[config.mk]
export PLATFORM = sky130hd
export DESIGN_NAME = memory_stage
export DESIGN_NICKNAME = d
export VERILOG_FILES = /design/src/rtl/mips_pkg.sv /design/src/rtl/data_memory.sv /design/src/rtl/memory_stage.sv
export SDC_FILE = /design/constraint.sdc
export NUM_CORES = 2
export LEC_CHECK = 0
export BUFFER_PORTS_ARGS = -buffer_cell sky130_fd_sc_hd__buf_2
export CAP_MARGIN = 20
export CORE_ASPECT_RATIO = 0.7
export CORE_MARGIN = 2
export CORE_UTILIZATION = 50
export DETAILED_ROUTE_END_ITERATION = 12
export PLACE_DENSITY = 0.75
export SYNTH_ARGS = -nofsm -noshare
export SYNTH_HDL_FRONTEND = slang
export SYNTH_SLANG_ARGS = --single-unit
[constraint.sdc]
create_clock -name clk -period 4.49 [get_ports clk]
set_input_delay 0.6735 -clock clk [delete_from_list [all_inputs] [get_ports clk]]
set_output_delay 0.6735 -clock clk [all_outputs]
set_load 0.03 [all_outputs]
[src/rtl/mips_pkg.sv]
// Shared constants and types for the five-stage MIPS pipeline.
// Used by execute_stage, the hazard unit and memory_stage.
package mips_pkg;

  localparam int unsigned DATA_W      = 32;
  localparam int unsigned REG_W       = 5;
  // Byte-address bits below the word index.
  localparam int unsigned WORD_OFFSET = 2;

  // Memory-stage occupancy: idle when the wait-state counter is zero.
  typedef enum logic [0:0] {
    StIdle = 1'b0,
    StBusy = 1'b1
  } mem_state_e;

  // Contents of the EX/MEM pipeline register.
  typedef struct packed {
    logic              reg_write;
    logic              mem_to_reg;
    logic              mem_write;
    logic [DATA_W-1:0] alu_out;
    logic [DATA_W-1:0] write_data;
    logic [REG_W-1:0]  write_reg;
    logic              misalign;
  } ex_mem_t;

  // A word access must have its byte-offset bits clear.
  function automatic logic is_misaligned(input logic [WORD_OFFSET-1:0] byte_off);
    return byte_off != '0;
  endfunction

endpackage

[src/rtl/data_memory.sv]
// Word-addressed data memory: DEPTH x 32 array.
// Ports:
//   clk_i   - write clock
//   we_i    - write enable, one word written per rising edge while high
//   addr_i  - word index (read and write share it)
//   wdata_i - write data
//   rdata_o - asynchronous read data at addr_i
// Contents are not reset.
module data_memory
  import mips_pkg::*;
#(
  parameter int unsigned DEPTH  = 64,
  localparam int unsigned ADDR_W = $clog2(DEPTH)
) (
  input  logic              clk_i,
  input  logic              we_i,
  input  logic [ADDR_W-1:0] addr_i,
  input  logic [DATA_W-1:0] wdata_i,
  output logic [DATA_W-1:0] rdata_o
);

  logic [DATA_W-1:0] mem_q [DEPTH];

  always_ff @(posedge clk_i) begin
    if (we_i) begin
      mem_q[addr_i] <= wdata_i;
    end
  end

  assign rdata_o = mem_q[addr_i];

endmodule

[src/rtl/memory_stage.sv]
// MIPS pipeline stage 4: EX/MEM register, data memory and wait-state stall.
// Ports:
//   clk, reset (sync, active-high)
//   RegWriteE, MemtoRegE, MemWriteE, ALUOutE, WriteDataE, WriteRegE - execute results
//   RegWriteM, MemtoRegM, MemWriteM, ALUOutM, WriteDataM, WriteRegM  - registered M signals
//   ReadDataM - load data (0 unless an aligned load is in its final M cycle)
//   StallM    - memory busy, upstream stages hold
//   MisalignM - current M op is a misaligned load/store
// A memory op occupies M for WAIT_STATES+1 cycles; StallM covers the first WAIT_STATES.
module memory_stage
  import mips_pkg::*;
#(
  parameter int unsigned DEPTH       = 64,
  parameter int unsigned WAIT_STATES = 0,
  localparam int unsigned ADDR_W     = $clog2(DEPTH)
) (
  input  logic              clk,
  input  logic              reset,
  input  logic              RegWriteE,
  input  logic              MemtoRegE,
  input  logic              MemWriteE,
  input  logic [DATA_W-1:0] ALUOutE,
  input  logic [DATA_W-1:0] WriteDataE,
  input  logic [REG_W-1:0]  WriteRegE,
  output logic              RegWriteM,
  output logic              MemtoRegM,
  output logic              MemWriteM,
  output logic [DATA_W-1:0] ALUOutM,
  output logic [DATA_W-1:0] WriteDataM,
  output logic [REG_W-1:0]  WriteRegM,
  output logic [DATA_W-1:0] ReadDataM,
  output logic              StallM,
  output logic              MisalignM
);

  localparam int unsigned CntW = (WAIT_STATES == 0) ? 1 : $clog2(WAIT_STATES + 1);
  localparam logic [CntW-1:0] CntLoad = CntW'(WAIT_STATES);

  ex_mem_t           m_q, m_d;
  logic [CntW-1:0]   cnt_q, cnt_d;
  mem_state_e        state;
  logic              mem_op_e;
  logic              misalign_e;
  logic              mem_we;
  logic [ADDR_W-1:0] mem_idx;
  logic [DATA_W-1:0] mem_rdata;

  assign mem_op_e   = MemWriteE | MemtoRegE;
  assign misalign_e = mem_op_e & is_misaligned(ALUOutE[WORD_OFFSET-1:0]);

  // The FSM state is just a view of the counter so StallM depends on cnt only.
  assign state = (cnt_q != '0) ? StBusy : StIdle;

  always_comb begin
    m_d   = m_q;
    cnt_d = cnt_q;
    unique case (state)
      StBusy: begin
        // Hold the register; E inputs are ignored while memory is busy.
        cnt_d = cnt_q - CntW'(1);
      end
      StIdle: begin
        m_d.reg_write  = RegWriteE;
        m_d.mem_to_reg = MemtoRegE;
        m_d.mem_write  = MemWriteE & ~misalign_e;
        m_d.alu_out    = ALUOutE;
        m_d.write_data = WriteDataE;
        m_d.write_reg  = WriteRegE;
        m_d.misalign   = misalign_e;
        cnt_d          = (mem_op_e && !misalign_e) ? CntLoad : '0;
      end
      default: begin
        cnt_d = '0;
      end
    endcase
  end

  always_ff @(posedge clk) begin
    if (reset) begin
      m_q   <= '0;
      cnt_q <= '0;
    end else begin
      m_q   <= m_d;
      cnt_q <= cnt_d;
    end
  end

  assign StallM  = (state == StBusy);
  assign mem_idx = m_q.alu_out[ADDR_W+WORD_OFFSET-1:WORD_OFFSET];
  // Exactly one write per store: only in the final, non-stalled M cycle.
  assign mem_we  = m_q.mem_write & ~m_q.misalign & ~StallM;

  data_memory #(
    .DEPTH(DEPTH)
  ) u_data_memory (
    .clk_i  (clk),
    .we_i   (mem_we),
    .addr_i (mem_idx),
    .wdata_i(m_q.write_data),
    .rdata_o(mem_rdata)
  );

  assign RegWriteM  = m_q.reg_write;
  assign MemtoRegM  = m_q.mem_to_reg;
  assign MemWriteM  = m_q.mem_write;
  assign ALUOutM    = m_q.alu_out;
  assign WriteDataM = m_q.write_data;
  assign WriteRegM  = m_q.write_reg;
  assign MisalignM  = m_q.misalign;
  // With both MemtoReg and MemWrite set the read sees the word before the commit edge.
  assign ReadDataM  = (m_q.mem_to_reg && !m_q.misalign && !StallM) ? mem_rdata : '0;

endmodule

== Word-level counts from Yosys, hierarchy flattened ==
Memory sizes are Yosys's and may differ from the RTL's. A register that Yosys moved wholly into a read port is not among the register bits.
Index checks and enable logic that the tools add are counted.
Operators by class
  add/sub/neg operators: 1
  muxes and demuxes: 7
  bitwise operators: 8
  reductions and logical operators: 5
Operators with widths (number)
  two-way mux 32 bit: 1
  two-way mux 6 bit: 2
  AND 1 bit: 4
  two-way mux 1 bit: 3
  NOT 1 bit: 3
  logical AND 1 bit: 2
  zero test 1 bit: 2
  case mux 1 bit (2 select lines): 1
  nonzero test 2 bit: 1
  OR 1 bit: 1
  subtractor 1 bit, second input constant: 1
Word-level totals
  flip-flop bits (word level): 74
  bits in writable memories: 2048
  input port bits: 74
  output and inout port bits: 106
  memories: 1
Memories
  u_data_memory.mem_q: words 64, width 32, read ports 1, clocked after memory_dff 1, write ports 1, RTL line data_memory.sv:22  | logic [DATA_W-1:0] mem_q [DEPTH];

== Longest topological paths before layout ==
  word-level depth: 5
  depth in mapped cells: 10
  mapped depth without buffers: 6

== By module ==
Synthesis repeated with hierarchy kept, for this count alone.
Second synthesis, totals
  cell total of the unflattened synthesis: 4401
  area, all modules: 80517.2 µm²
By module, submodules not included
  data_memory: times used 1, cells an instance 4207, area each 78287.6 µm², sequential area each 61499.0 µm²
  memory_stage: times used 1, cells an instance 194, area each 2229.6 µm², sequential area each 1461.4 µm²

== Worst setup path after synthesis ==
No wires, ideal clock.
  kind: register -> register
  start: reg m_q, in the netlist ALUOutM[4]
  end: mem u_data_memory.mem_q[15][0] (enable)
  setup time: 0.421 ns
  arrival time: 3.113 ns
  required time: 4.069 ns
  slack: 0.956 ns
  stages on the path, launching flop included: 8
  buffers on the path: 5
  period minus slack after synthesis: 3.534 ns
  path through: dfxtp_1 > buf_6 > buf_2 > buf_2 > buf_2 > buf_2 > nand3_1 > nor2_1
RTL lines
  start, declared: RTL line memory_stage.sv:39  | ex_mem_t m_q, m_d;
  start signal, assigned: RTL line memory_stage.sv:83  | m_q <= m_d;
  end, declared: RTL line data_memory.sv:22
No word-level cell before the write port.

==> run summary <==
Routed Antenna Nets: 0
Layout Utilization: 0.584
Register area share after synthesis: 0.789
Post-Place Cell Area: 0.0857 sq mm
Endpoints failing setup: 5
Leak pwr: 0.0272 uW
Drt drc: 0
Primary FF master, synth: edfxtp_1
Number of port buffers: 178
Final wirelength: 248000 microns
Cell area power density: 438 mW/mm^2
Post-route cell area: 0.0924 sq mm
Multi-input gate area: 0.0159 sq mm
Syn Inst Count: 4458
Core ar.: 0.158 sq mm
Violated checks: setup timing
Post-synth ARST share: 0
Die area: 0.163 sq mm
Cell Int Power: 31300 uW
Power Total: 40500 uW
H-tree Lvls: 4
Comb power frac: 0.066
Clock power frac: 0.396
Syn avg cell area: 17.9 sq um
Post-Synthesis Cell Area: 0.0798 sq mm
Required time of the critical path: 3.82 ns
Top cells by count, synth: edfxtp_1, a221oi_1, a22oi_1
Clock root cell: clkbuf_16
CP max stage cell: nor2b_4
Area growth, synth to finish: 15.9%
Cell row count: 122
Fillers: 11000
Critical Path, Cell by Cell: buf_4 > nor2b_4 > buf_12 > buf_4 > a22oi_1 > a211oi_1 > nor4_2 > o21ai_1 > o31a_1 > buf_2
Yosys cell types: 63
Most numerous cell in the Yosys netlist: edfxtp_1
Max_slew headroom: 0.330
Worst Hold Class: input port to register
P_sw: 9160 uW
HPWL Detailed: 149000 microns
Final nets: 4956
CTS tree: done
Die Width: 481 microns
Worst-path clk slew: 0.06 ns
Final worst-path cycle share: 1.02
Crit Path Class: register to primary output
CP most frequent cell: buf_4
Synth area leader: edfxtp_1
Max FO, Critical Path: 13
CTS Buffer Depth: 3
Worst-margin pin slew: 1.01 ns
Post-route worst setup slack: -0.107 ns
Die height: 338 microns
Syn nets: 4532
Switching Fraction: 0.226
Routed len/inst: 34.7 microns
Yosys top cell area share: 0.771
Synthesized flop and latch total: 2121
Crit start category: register
Endpoint type of the worst setup path: primary output
Max Fclk: 0.218 GHz
Later-pin clock latency in the skew report: 0.85 ns
Final Slew Violations: 0
Via-to-Cell Ratio: 6.90
Vias post-DR: 49300
Vias in the first global route: 46800
Largest net degree at the start of global routing: 93
Initial antenna violation count: 11
FF+latch area: 0.0630 sq mm
Clock buffer count from CTS: 188
Grt total ovfl: 0
Peak supply drop: 0.451 mV
CP arrival: 3.92 ns
Syn. warnings: 0
Placed insts: 6755
TritonRoute pass-1 iters: 6
Initial Util: 0.504
RSZ-0062 raised after global routing: yes
Maxcap violations: 0
Clk sink count: 2121
Setup TNS: -0.221 ns
First-pass GRT wire length: 349000 microns
Synth area leaders: edfxtp_1, a221oi_1, a22oi_1
Status: complete, but fails checks
Min Tclk post-route: 4.60 ns
Non-filler cells, final: 7151
Final clock skew: 0.0468 ns
Share of power burned in registers: 0.538
Post-synth EDFFs: 2048
All-layer global routing usage: 0.301
Fin. Hold Viols: 0
I/O pin count: 180
1st-iter DRT viols: 10400
Gpl congestion: 0.928
Layout cells sized above 1: 0.221
CP peak stage delay: 0.45 ns
worst paths after layout:
kind	endpoint	start	slack, ns	cells past startpoint
worst max-delay path	ReadDataM[28]	ALUOutM[3]	-0.11	10
worst min register to register	u_data_memory.mem_q[18][31]	WriteDataM[31]	0.67	0
worst max register to register	u_data_memory.mem_q[62][8]	ALUOutM[3]	1.14	8
worst min-delay path	ALUOutM[20]	ALUOutE[20]	0.04	2
registers in the layout (all words and copies together), names as in the netlist:
register,count
WriteDataM,32
RegWriteM,1
MisalignM,1
u_data_memory.mem_q,2048
MemWriteM,1
MemtoRegM,1
ALUOutM,32
WriteRegM,5
power groups by stage:
stage                     Sequential, uW  Combinational [uW]  Clock (uW)
final                              21800                2650       16000
after CTS                          21800                2540       16000
after floorplan                    22400                1150           0
after global routing               21800                2730       16800
after detailed placement           22200                2440           0
after global placement             22200                2400           0
metrics by stage:
stage | hold WS [ns] | setup slack [ns]
floorplan | 0.750 | 0.956
global placement | 0.684 | 0.480
detailed placement | 0.682 | 0.518
CTS | 0.000397 | 0.00574
global route | 0.0380 | -0.0439
finish | 0.0406 | -0.107
critical path: cells and delay by family, from the launching register on:
kind	cells	cell delay (ns)
compound gates	4	1.12
flops	1	0.43
buf+inv	4	0.92
simple gates	2	0.58
cells by family after synthesis:
| kind of cell | Yosys count | synth area share |
|---|---|---|
| buffers and inverters | 340 | 0.0205 |
| AO/OA/AOI/OAI | 1236 | 0.114 |
| flip-flops | 2121 | 0.789 |
| other | 1 | 0.0000470 |
| multiplexers | 279 | 0.0479 |
| AND/OR/NAND/NOR | 481 | 0.0280 |
final cells by class:
type | count | share of cell area
Clock inverter | 102 | 0.0113
Clock buffer | 247 | 0.0539
Antenna cell | 2 | 0.0000542
Tap cell | 2108 | 0.0285
Multi-Input combinational cell | 1998 | 0.172
Timing Repair Buffer | 569 | 0.0527
Inverter | 4 | 0.000217
Sequential cell | 2121 | 0.682
layer usage:
layer / vias up / part of all wire / track usage / routed length, microns
met5: - / 0.00024 / 0 / 59
met4: 8 / 0.048 / 0.131 / 11900
met3: 625 / 0.17 / 0.105 / 41600
met2: 4742 / 0.43 / 0.422 / 106000
met1: 24600 / 0.36 / 0.425 / 88500
li1: 19400 / - / - / -
repair_timing:
item,4_1_cts,5_1_grt
setup buffers,28,11
pin swaps,4,3
resized for setup,32,33
endpoints found under the setup margin,32,27
hold endpoints to repair,3,0
hold buffers,4,0
cloned,2,0
cells in the final DEF (no fill, tap or decap), types with 6 or more instances in the layout:
cell type,netlist,layout
edfxtp_1,2048,2048
a221oi_1,335,333
a22oi_1,311,310
buf_4,20,302
clkbuf_16,0,190
buf_2,118,176
mux2i_1,159,157
nor2_1,214,148
a21oi_1,149,145
o22ai_1,144,143
o21ai_0,130,115
nor2b_1,93,89
nand2_1,88,87
mux4_2,78,78
buf_12,0,73
nor2_4,0,66
clkbuf_1,144,56
mux2_2,41,41
clkinv_1,0,39
dfxtp_1,73,37
dfxtp_2,0,33
nand3_1,35,32
a22o_1,31,31
o21ai_1,16,29
clkinv_2,0,29
a221oi_2,21,23
a211oi_1,19,17
bufinv_16,0,15
nor4_1,14,13
o31a_1,12,12
a41oi_1,13,10
buf_6,18,9
a31oi_1,8,8
o2111a_1,12,7
inv_16,0,6
Power figures use the tool's default switching activity.
